**config.mk**
```make
export PLATFORM = sky130hd
export DESIGN_NAME = serializador_paridade
export DESIGN_NICKNAME = d
export VERILOG_FILES = /design/src/rtl/serializador_paridade.sv
export SDC_FILE = /design/constraint.sdc
export NUM_CORES = 1
export LEC_CHECK = 0
export CAP_MARGIN = 20
export CORE_AREA = 2 2 61 63
export DETAILED_ROUTE_END_ITERATION = 16
export DIE_AREA = 0 0 63 65
export PLACE_DENSITY = 0.49
export SYNTH_ARGS = -nofsm -noshare
export SYNTH_HDL_FRONTEND = slang
export SYNTH_SLANG_ARGS = --single-unit
```
**constraint.sdc**
```tcl
create_clock -name clk -period 2.5 [get_ports clk]
set_input_delay 0.625 -clock clk [delete_from_list [all_inputs] [get_ports clk]]
set_output_delay 0.625 -clock clk [all_outputs]
set_load 0.02 [all_outputs]
```
**src/rtl/serializador_paridade.sv**
```systemverilog
// serializador_paridade: parallel-to-serial frame controller with parity.
// Accepts a LARGURA-bit word over valid/ready, shifts it out LSB-first one
// bit per clock, then appends a parity bit computed as a running XOR.
// Optional macro PARIDADE_IMPAR_EN: when defined the parity bit is odd
// (inverted accumulator); when undefined it is even.
module serializador_paridade #(
  parameter int LARGURA = 8
) (
  input  logic               clk,
  input  logic               reset,
  input  logic [LARGURA-1:0] dado_in,
  input  logic               valido_in,
  output logic               pronto_out,
  output logic               bit_out,
  output logic               bit_valido,
  output logic               eh_paridade
);

  localparam int CW = (LARGURA > 1) ? $clog2(LARGURA) : 1;
  localparam logic [CW-1:0] ULTIMO = CW'(LARGURA - 1);

  typedef enum logic [1:0] {
    OCIOSO   = 2'd0,
    DADOS    = 2'd1,
    PARIDADE = 2'd2
  } estado_t;

  estado_t            estado;
  logic [LARGURA-1:0] desloc;
  logic [CW-1:0]      contador;
  logic               acc;

  logic               aceita;
  logic [LARGURA-1:0] desloc_prox;
  logic               bit_par;

  // Ready is a pure decode of the registered state: only DADOS blocks a new word.
  assign pronto_out  = (estado != DADOS);
  assign aceita      = valido_in & pronto_out;
  // Next word position; bit 0 is the next data bit to go on the line.
  assign desloc_prox = desloc >> 1;

`ifdef PARIDADE_IMPAR_EN
  assign bit_par = ~acc;
`else
  assign bit_par = acc;
`endif

  // Frame FSM with registered serial outputs. The accumulator holds the XOR
  // of every data bit already placed on bit_out, so the first bit is folded
  // in at load time (equivalent to clearing acc and accumulating bit 0).
  always_ff @(posedge clk or negedge reset) begin
    if (!reset) begin
      estado      <= OCIOSO;
      desloc      <= '0;
      contador    <= '0;
      acc         <= 1'b0;
      bit_out     <= 1'b0;
      bit_valido  <= 1'b0;
      eh_paridade <= 1'b0;
    end else begin
      case (estado)
        OCIOSO, PARIDADE: begin
          if (aceita) begin
            // Load a new word; bit 0 appears the cycle after this edge.
            estado      <= DADOS;
            desloc      <= dado_in;
            contador    <= '0;
            acc         <= dado_in[0];
            bit_out     <= dado_in[0];
            bit_valido  <= 1'b1;
            eh_paridade <= 1'b0;
          end else begin
            estado      <= OCIOSO;
            bit_out     <= 1'b0;
            bit_valido  <= 1'b0;
            eh_paridade <= 1'b0;
          end
        end
        DADOS: begin
          if (contador == ULTIMO) begin
            // Last data bit is on the line; next cycle carries parity.
            estado      <= PARIDADE;
            bit_out     <= bit_par;
            bit_valido  <= 1'b1;
            eh_paridade <= 1'b1;
          end else begin
            contador    <= contador + CW'(1);
            desloc      <= desloc_prox;
            acc         <= acc ^ desloc_prox[0];
            bit_out     <= desloc_prox[0];
            bit_valido  <= 1'b1;
            eh_paridade <= 1'b0;
          end
        end
        default: begin
          estado      <= OCIOSO;
          bit_out     <= 1'b0;
          bit_valido  <= 1'b0;
          eh_paridade <= 1'b0;
        end
      endcase
    end
  end

endmodule

```
==> results.tsv, run 1 <==
stage	metric	value	unit
run_status	outcome	finished, final reports clean	
pwr	VDD IR max	0.284	mV
logic_synthesis	syn nets	73	
critical_path	worst-case reg-to-reg path depth	6	
critical_path	startpoint class of the critical path	register	
drt	drt wl/cell	12.0	um
sta	RSZ-0062 raised after global routing	false	
global_route	largest net degree at the start of global routing	17	
layout	Post-Layout Cell Count	124	
critical_path	Worst EP required	1880	ps
hold_path	Min-Delay Endpoint	desloc[4]	
global_route	GRT Util Overall	8.50	%
critical_path	Worst Path Arrival	1710	ps
logic_synthesis	mean post-synth cell area	13.8	um2
drt	vias	501	
critical_path	setup slack, reg-to-reg	650	ps
drt	Vias/cell	4.04	
global_route	M3 GR Usage	3.65	%
drt	antenna-violating nets left	0	
clock_network	clock buffer count from CTS	3	
clock_network	Clock transition at path regs	90	ps
logic_synthesis	number of synthesized register bits	16	
critical_path	FF-to-FF End	desloc[5]	
pwr	Static Leak	0.481	nW
sta	Max Slew Vio Count	0	
die	Die H	65	um
critical_path	R2R Path Start	contador[0]	
critical_path	crit end category	output port	
logic_synthesis	Ys Warns	0	
critical_path	Worst path max stage delay	620	ps
logic_synthesis	Seq/Total Area, Yosys	48.5	%
layout	most common cell after layout, fill and taps aside	dfrtp_1	
die	initial core utilization	23.6	%
clock_network	postcts setup bufs	0	
placement	DPL Wire Length	1080	um
die	die area	4100	um2
placement	GPL Wtd Cong	0.615	
layout	commonest non-fill, non-tap cells in the layout	dfrtp_1, clkdlybuf4s50_1, mux2_4, nand2_1	
logic_synthesis	Post-Synthesis Cells	60	
clock_network	H-tree levels	1	
hold_path	Hold Path Class	reg2reg	
die	io pins	15	
clock_network	Max Root-Sink Buffers	2	
global_route	GR Util met2	13.0	%
die	row count	22	
drt	first-pass detailed-route iteration total	3	
pwr	Pwr Density	1220	nW/um2
critical_path	critical path, cell by cell	nor2b_4 -> inv_1 -> clkdlybuf4s50_1	
clock_network	CTS tree	yes	
clock_network	Post-CTS Hold Fix Bufs	0	
clock_network	clk sink count	16	
sta	Post-Route Skew	5.24	ps
layout	ANT cells	0	
clock_network	# resized after CTS	0	
die	CORE AREA	3500	um2
global_route	overflow left after global routing	0	
hold_path	worst hold path stage count	1	
critical_path	worst path buffer plus inverter count	2	
clock_network	clk root buf	clkbuf_4	
layout	ratio of cells with drive above 1 in the final layout	36.8	%
hold_path	Worst Min Path Start	desloc[4]	
global_route	first-pass GRT wire length	2590	um
layout	number of nets in the layout	91	
global_route	antenna violations before repair	0	
sta	final setup fails	0	
drt	routed wire length	1480	um
run	Max Cap Viol	0	
critical_path	Crit path max-delay family	buffers and inverters	
sta	maximum achievable frequency	427	MHz
sta	Max-slew headroom	51.5	%
layout	Area Overhead vs Synth	25.2	%
placement	Placed Cells	121	
drt	initial DRC count	23	
logic_synthesis	Yosys cell types	23	
global_route	GR peak layer	met2	
clock_network	worst-skew pair later-pin latency	290	ps
sta	Min Hold Slack	522	ps
sta	Final Hold Fails	0	
critical_path	Max FO, Critical Path	10	
sta	setup tns final	0	ps
drt	drc violations	0	
global_route	vias in the first global route	539	
sta	worst-margin pin slew	725	ps
global_route	GR Util met1	9.86	%
sta	fin crit period	2340	ps
critical_path	slowest CP cell	clkdlybuf4s50_1	
placement	Buffers on Ports	14	
logic_synthesis	Mapped Area	826	um2
critical_path	CP Class	reg2out	
sta	Tcrit/Tclk final	93.6	%
die	Die X	63	um
## worst register-to-register path: stages, from the launching register on
cell and delay (ps):
dfrtp_1 420, ha_1 210, ha_1 250, nor2_2 250, a21oi_2 110, inv_2 190
mux2_4 320
## layout make-up
| type | instances | area (um2) |
|---|---|---|
| Multi-Input combinational cell | 40 | 395 |
| Timing Repair Buffer | 15 | 148 |
| Sequential cell | 16 | 400 |
| Fill cell | 369 | 2460 |
| Inverter | 2 | 7.51 |
| Clock buffer | 3 | 22.5 |
| Tap cell | 48 | 60.1 |
## synthesized netlist by cell type, drive strengths merged
cell    number  area [um2]
dfrtp       16         400
mux2        14         203
nand2        4        15.0
a22o         3        30.0
o21ai        3        15.0
a21oi        2        13.8
and2         2        15.0
buf          2        22.5
ha           2        25.0
inv          2        7.50
nor2         2        10.0
nor2b        2        20.0
and3         1        7.51
mux2i        1        10.0
nand2b       1        6.26
nor4bb       1        10.0
o22ai        1        6.26
xor2         1        8.76
## per-layer routing
metal | vias up | wire [um]
li1 | 248 | -
met1 | 237 | 663
met2 | 12 | 702
met3 | 4 | 84
met4 | 0 | 33
met5 | - | 0
## power breakdown
| part | internal, mW | switching (mW) | total [mW] |
|---|---|---|---|
| Combinational | 0.422 | 0.250 | 0.672 |
| Sequential | 0.373 | 0.0845 | 0.458 |
| Clock | 0.0560 | 0.0804 | 0.136 |
## metrics by stage
step	power, mW	setup WS [ps]	util, %	area, um2
6_report	1.27	160	29.6	1030
5_1_grt	1.37	86.8	29.6	1030
4_1_cts	1.29	152	29.6	1030
3_5_place_dp	1.14	390	28.9	1010
3_3_place_gp	1.13	399	28.9	1010
2_1_floorplan	1.00	784	-	826
## logic make-up after synthesis
kind of cell	synth area share (%)
flip-flops	48.5
multiplexers	25.8
AND/OR/NAND/NOR	10.2
AO/OA/AOI/OAI	7.88
buffers and inverters	3.64
adder cells (fa/ha/maj)	3.03
XOR/XNOR	1.06
## how the worst max path moves through the flow
stage                      startpoint           to  slack, ps  cells after the start
after CTS                   estado[0]   pronto_out        150                      3
final                       estado[0]   pronto_out        160                      3
after detailed placement    valido_in    desloc[1]        390                      5
after global placement      valido_in    desloc[2]        400                      5
after floorplan           contador[0]  contador[2]        780                      5
after global routing        estado[0]   pronto_out         90                      3
## sequential cells by signal, indices dropped and copies added, names as in the netlist
signal / cells
desloc: 7
contador: 3
estado: 2
acc: 1
bit_out: 1
bit_valido: 1
eh_paridade: 1
(Power assumes the default switching activity.)
==> run 2, diff against run 1 <==
Settings changed: CTS_CLUSTER_DIAMETER set to 40, DONT_BUFFER_PORTS set to 1, PLACE_DENSITY 0.49 to not set.
==> run 2 against run 1 <==
Effect of this change: first-iteration DRC count rose by 39%; hold slack got worse by 65 ps; critical endpoint unchanged; sequential power rose by 7.0%; fmax rose by 14%; count of clock-buffer cells in the layout rose by 1; final area fell by 12%; utilization fell by 3.5 points; die area did not move.
==> results.tsv, run 2 (same netlist as run 1, synthesis figures left out) <==
stage	metric	value	unit
clock_network	worst-skew pair later-pin latency	280	ps
clock_network	H-tree levels	1	
critical_path	CP Class	reg2out	
placement	DP Worst Slack	677	ps
sta	fin crit period	2060	ps
layout	Most flops, register	desloc	
clock_network	Clock transition at path regs	90	ps
die	row count	22	
die	die area	4100	um2
die	Die X	63	um
drt	antenna-violating nets left	0	
die	io pins	15	
drt	Vias/cell	4.08	
global_route	vias in the first global route	496	
run_status	outcome	finished, final reports clean	
sta	Max Slew Vio Count	0	
sta	worst-margin pin slew	722	ps
drt	drt wl/cell	13.0	um
sta	Post-Route Skew	3.57	ps
placement	placed cell area	863	um2
run	Max Cap Viol	0	
global_route	largest net degree at the start of global routing	17	
layout	flip-flop count of the largest register after layout	7	
layout	Final Util	26.0	%
sta	setup tns final	0	ps
pwr	VDD IR max	0.215	mV
critical_path	Worst EP required	1880	ps
critical_path	Worst Path Arrival	1430	ps
layout	ratio of cells with drive above 1 in the final layout	44.4	%
critical_path	Max FO, Critical Path	10	
layout	layout filler cell count	367	
layout	ANT cells	0	
sta	Final Hold Fails	0	
clock_network	Post-CTS Hold Fix Bufs	0	
hold_path	Hold Path Class	in2reg	
clock_network	clk root buf	clkbuf_4	
clock_network	clock buffer count from CTS	3	
drt	routed wire length	1440	um
drt	initial DRC count	32	
die	initial core utilization	23.6	%
critical_path	slowest CP cell	dfrtp_1	
placement	Buffers on Ports	0	
global_route	overflow left after global routing	0	
clock_network	Max Root-Sink Buffers	2	
drt	drc violations	0	
critical_path	crit end category	output port	
layout	design area	910	um2
die	Die H	65	um
global_route	antenna violations before repair	0	
global_route	GRT Util Overall	7.89	%
critical_path	Worst path max stage delay	530	ps
die	CORE AREA	3500	um2
layout	number of nets in the layout	77	
layout	commonest non-fill, non-tap cells in the layout	dfrtp_1, mux2_4, nand2_1	
sta	setup ws final	444	ps
layout	Area Overhead vs Synth	10.2	%
placement	GPL Wtd Cong	0.696	
sta	Tcrit/Tclk final	82.2	%
clock_network	# resized after CTS	0	
clock_network	postcts setup bufs	0	
layout	most common cell after layout, fill and taps aside	dfrtp_1	
drt	vias	453	
sta	final setup fails	0	
pwr	Static Leak	0.434	nW
clock_network	CTS tree	yes	
layout	biggest regs	desloc: 7 flops, contador: 3 flops, estado: 2 flops	
critical_path	critical path, cell by cell	nor2b_4 -> inv_1	
global_route	first-pass GRT wire length	2400	um
placement	Placed Cells	106	
sta	RSZ-0062 raised after global routing	false	
critical_path	startpoint class of the critical path	register	
drt	first-pass detailed-route iteration total	4	
pwr	Pwr Density	1350	nW/um2
layout	Post-Layout Cell Count	111	
sta	maximum achievable frequency	486	MHz
clock_network	clk sink count	16	
sta	Max-slew headroom	51.7	%
==> run 2: changes by cell type in the layout (fill, tap and decap cells not counted), sizes merged <==
cell           change
clkbuf             +1
buf                -1
clkdlybuf4s50     -14
dlygate4sd3        +1
==> run 2: worst max-delay path: cells and delay by family, from the launching register on <==
| kind | cells | cell delay, ps |
|---|---|---|
| and+or+nand+nor | 1 | 380 |
| DFF | 1 | 530 |
| buffers and inverters | 1 | 230 |
==> run 2: final cells by class <==
| cell class | instances | area, um2 | area share (%) |
|---|---|---|---|
| clock buffers | 4 | 36.3 | 3.99 |
| inverters | 2 | 7.51 | 0.825 |
| repair buffers | 1 | 10.0 | 1.10 |
| multi-input cells | 40 | 395 | 43.5 |
| well taps | 48 | 60.1 | 6.60 |
| flip-flops and latches | 16 | 400 | 44.0 |
==> run 2: per-layer routing <==
metal  part of all wire [%]  GRT usage, %  vias to the layer above
li1                       -             -                      215
met1                     46          10.0                      225
met2                     47          11.2                       11
met3                    5.6          2.43                        2
met4                    1.2          5.83                        0
met5                      0             0                        -
==> run 2: final timing paths <==
path,startpoint,to,slack [ps],cells after the start
min in group asynchronous,reset,desloc[7],830,1
worst min-delay path,dado_in[7],desloc[7],460,2
worst min register to register,desloc[6],desloc[6],520,1
worst max-delay path,estado[0],pronto_out,440,2
max in group asynchronous,reset,contador[2],1210,1
worst max register to register,contador[0],desloc[6],680,6
==> run 2: report_power, final <==
group | leakage (nW) | switching, mW | internal (mW)
Sequential | 0.197 | 0.116 | 0.374
Clock | 0.0210 | 0.0798 | 0.0886
Combinational | 0.215 | 0.216 | 0.356
Total | 0.434 | 0.412 | 0.818
==> run 2: through the flow <==
step / hold slack, ps / power [mW]
CTS: 12.4 / 1.23
finish: 457 / 1.23
global route: 443 / 1.32
floorplan: 329 / 1.00
detailed placement: 330 / 1.06
global placement: 330 / 1.05
==> run 3, diff against run 2 <==
Clock period 2.5 ns to 2.1 ns, I/O delays scaled along.
==> run 3 against run 2 <==
Effect of this change: first-iteration DRC count shrank 41%; die area is the same; utilization shrank 0.39 points; combinational power grew 20%; routed wire length grew 4.2%; global-route usage grew 0.51 points; final cell count shrank 0.90%; sequential power grew 18%; clock power shrank 3%; count of clock-buffer cells in the layout shrank 1; non-clock buffer count is the same; sequential share of layout area grew 0.68 points; largest cell class unchanged.
==> results.tsv, run 3 (same netlist as run 1, synthesis figures left out) <==
stage	metric	value	unit
run_status	outcome	finished, final reports clean	
drt	routed wire length	1500	um
placement	Buffers on Ports	0	
sta	Max Slew Vio Count	0	
global_route	vias in the first global route	528	
die	initial core utilization	23.6	%
die	Die H	65	um
die	Die X	63	um
layout	ratio of cells with drive above 1 in the final layout	43.5	%
sta	Post-Route Skew	3.76	ps
layout	biggest regs	desloc: 7 flops, contador: 3 flops, estado: 2 flops	
sta	RSZ-0062 raised after global routing	false	
sta	setup ws final	146	ps
placement	DPL Wire Length	1090	um
placement	DP Worst Slack	245	ps
drt	antenna-violating nets left	0	
sta	final setup fails	0	
hold_path	Worst Min Path Start	dado_in[7]	
sta	Final Hold Fails	0	
layout	number of nets in the layout	77	
critical_path	setup slack, reg-to-reg	260	ps
sta	worst-margin pin slew	749	ps
placement	placed cell area	863	um2
global_route	GRT Util Overall	8.40	%
sta	Tcrit/Tclk final	93.0	%
clock_network	Max Root-Sink Buffers	2	
hold_path	Min-Delay Endpoint	desloc[7]	
drt	Vias/cell	4.13	
critical_path	CP Class	reg2out	
global_route	M3 GR Usage	2.43	%
critical_path	R2R Path Start	contador[0]	
die	die area	4100	um2
die	CORE AREA	3500	um2
layout	design area	896	um2
hold_path	Hold Path Class	in2reg	
layout	flip-flop count of the largest register after layout	7	
layout	Most flops, register	desloc	
clock_network	Clock transition at path regs	100	ps
die	io pins	15	
pwr	Pwr Density	1590	nW/um2
global_route	GR peak layer	met2	
critical_path	Worst EP required	1570	ps
drt	vias	454	
global_route	GR Util met2	13.4	%
critical_path	FF-to-FF End	desloc[6]	
hold_path	worst hold path stage count	2	
global_route	first-pass GRT wire length	2600	um
sta	setup tns final	0	ps
drt	first-pass detailed-route iteration total	3	
pwr	VDD IR max	0.336	mV
global_route	GR Util met1	9.99	%
critical_path	Worst Path Arrival	1430	ps
clock_network	clock buffer count from CTS	3	
layout	Area Overhead vs Synth	8.48	%
critical_path	startpoint class of the critical path	register	
placement	GPL Wtd Cong	0.669	
layout	commonest non-fill, non-tap cells in the layout	dfrtp_1, mux2_4, nand2_1	
clock_network	CTS tree	yes	
run	Max Cap Viol	0	
critical_path	Max FO, Critical Path	10	
drt	drc violations	0	
die	row count	22	
layout	most common cell after layout, fill and taps aside	dfrtp_1	
global_route	antenna violations before repair	0	
critical_path	worst-case reg-to-reg path depth	6	
sta	maximum achievable frequency	512	MHz
drt	initial DRC count	19	
clock_network	clk root buf	clkbuf_4	
drt	drt wl/cell	13.6	um
global_route	largest net degree at the start of global routing	17	
pwr	Static Leak	0.427	nW
layout	Final Util	25.6	%
clock_network	# resized after CTS	0	
layout	layout filler cell count	380	
clock_network	worst-skew pair later-pin latency	280	ps
sta	Max-slew headroom	49.9	%
layout	ANT cells	0	
clock_network	H-tree levels	1	
sta	fin crit period	1950	ps
global_route	overflow left after global routing	0	
critical_path	crit end category	output port	
clock_network	clk sink count	16	
-- run 3: cell types whose count changed in the layout (fill, tap and decap cells not counted), sizes merged --
cell    delta
clkbuf     -1
-- run 3: worst max path at each step --
stage | startpoint | end | slack (ps) | cells after the start
6_report | estado[0] | pronto_out | 150 | 2
5_1_grt | estado[0] | pronto_out | 40 | 2
4_1_cts | estado[0] | pronto_out | 110 | 2
3_5_place_dp | contador[0] | desloc[4] | 240 | 6
3_3_place_gp | contador[0] | desloc[6] | 290 | 6
2_1_floorplan | contador[0] | contador[2] | 380 | 5
-- run 3: layout make-up --
type	instances	area, um2	share of cell area, %
sequential	16	400	44.7
multi-input combinational	40	395	44.1
tap	48	60.1	6.70
clock buffer	3	22.5	2.51
timing repair buffer	1	10.0	1.12
inverter	2	7.51	0.838
-- run 3: critical path, cell delays in order, from the launching register on --
cell     delay (ps)
dfrtp_1         530
nor2b_4         380
inv_1           230
-- run 3: report_power, final --
group / switching, mW / internal [mW] / leakage, nW
clock: 0.0964 / 0.0664 / 0.0138
sequential: 0.132 / 0.445 / 0.197
combinational: 0.262 / 0.424 / 0.215
total: 0.490 / 0.935 / 0.427
-- run 3: what timing repair did --
action,4_1_cts,5_1_grt
setup endpoints to repair,0,0
buffers inserted,0,0
endpoints found under the hold margin,16,0
hold buffers,1,0
-- run 3: per-stage QoR --
| stage | power (mW) | std cells | hold slack [ps] |
|---|---|---|---|
| after global placement | 1.24 | 106 | 230 |
| after floorplan | 1.19 | 60 | 229 |
| after detailed placement | 1.27 | 106 | 230 |
| after global routing | 1.53 | 110 | 372 |
| final | 1.43 | 110 | 362 |
| after CTS | 1.45 | 110 | 356 |
-- run 3: metal layers --
layer  vias to the layer above  wire [um]  share of wire (%)
li1                        217          -                  -
met1                       224        648                 43
met2                        11        743                 50
met3                         2         89                5.9
met4                         0         19                1.3
met5                         -          0                  0
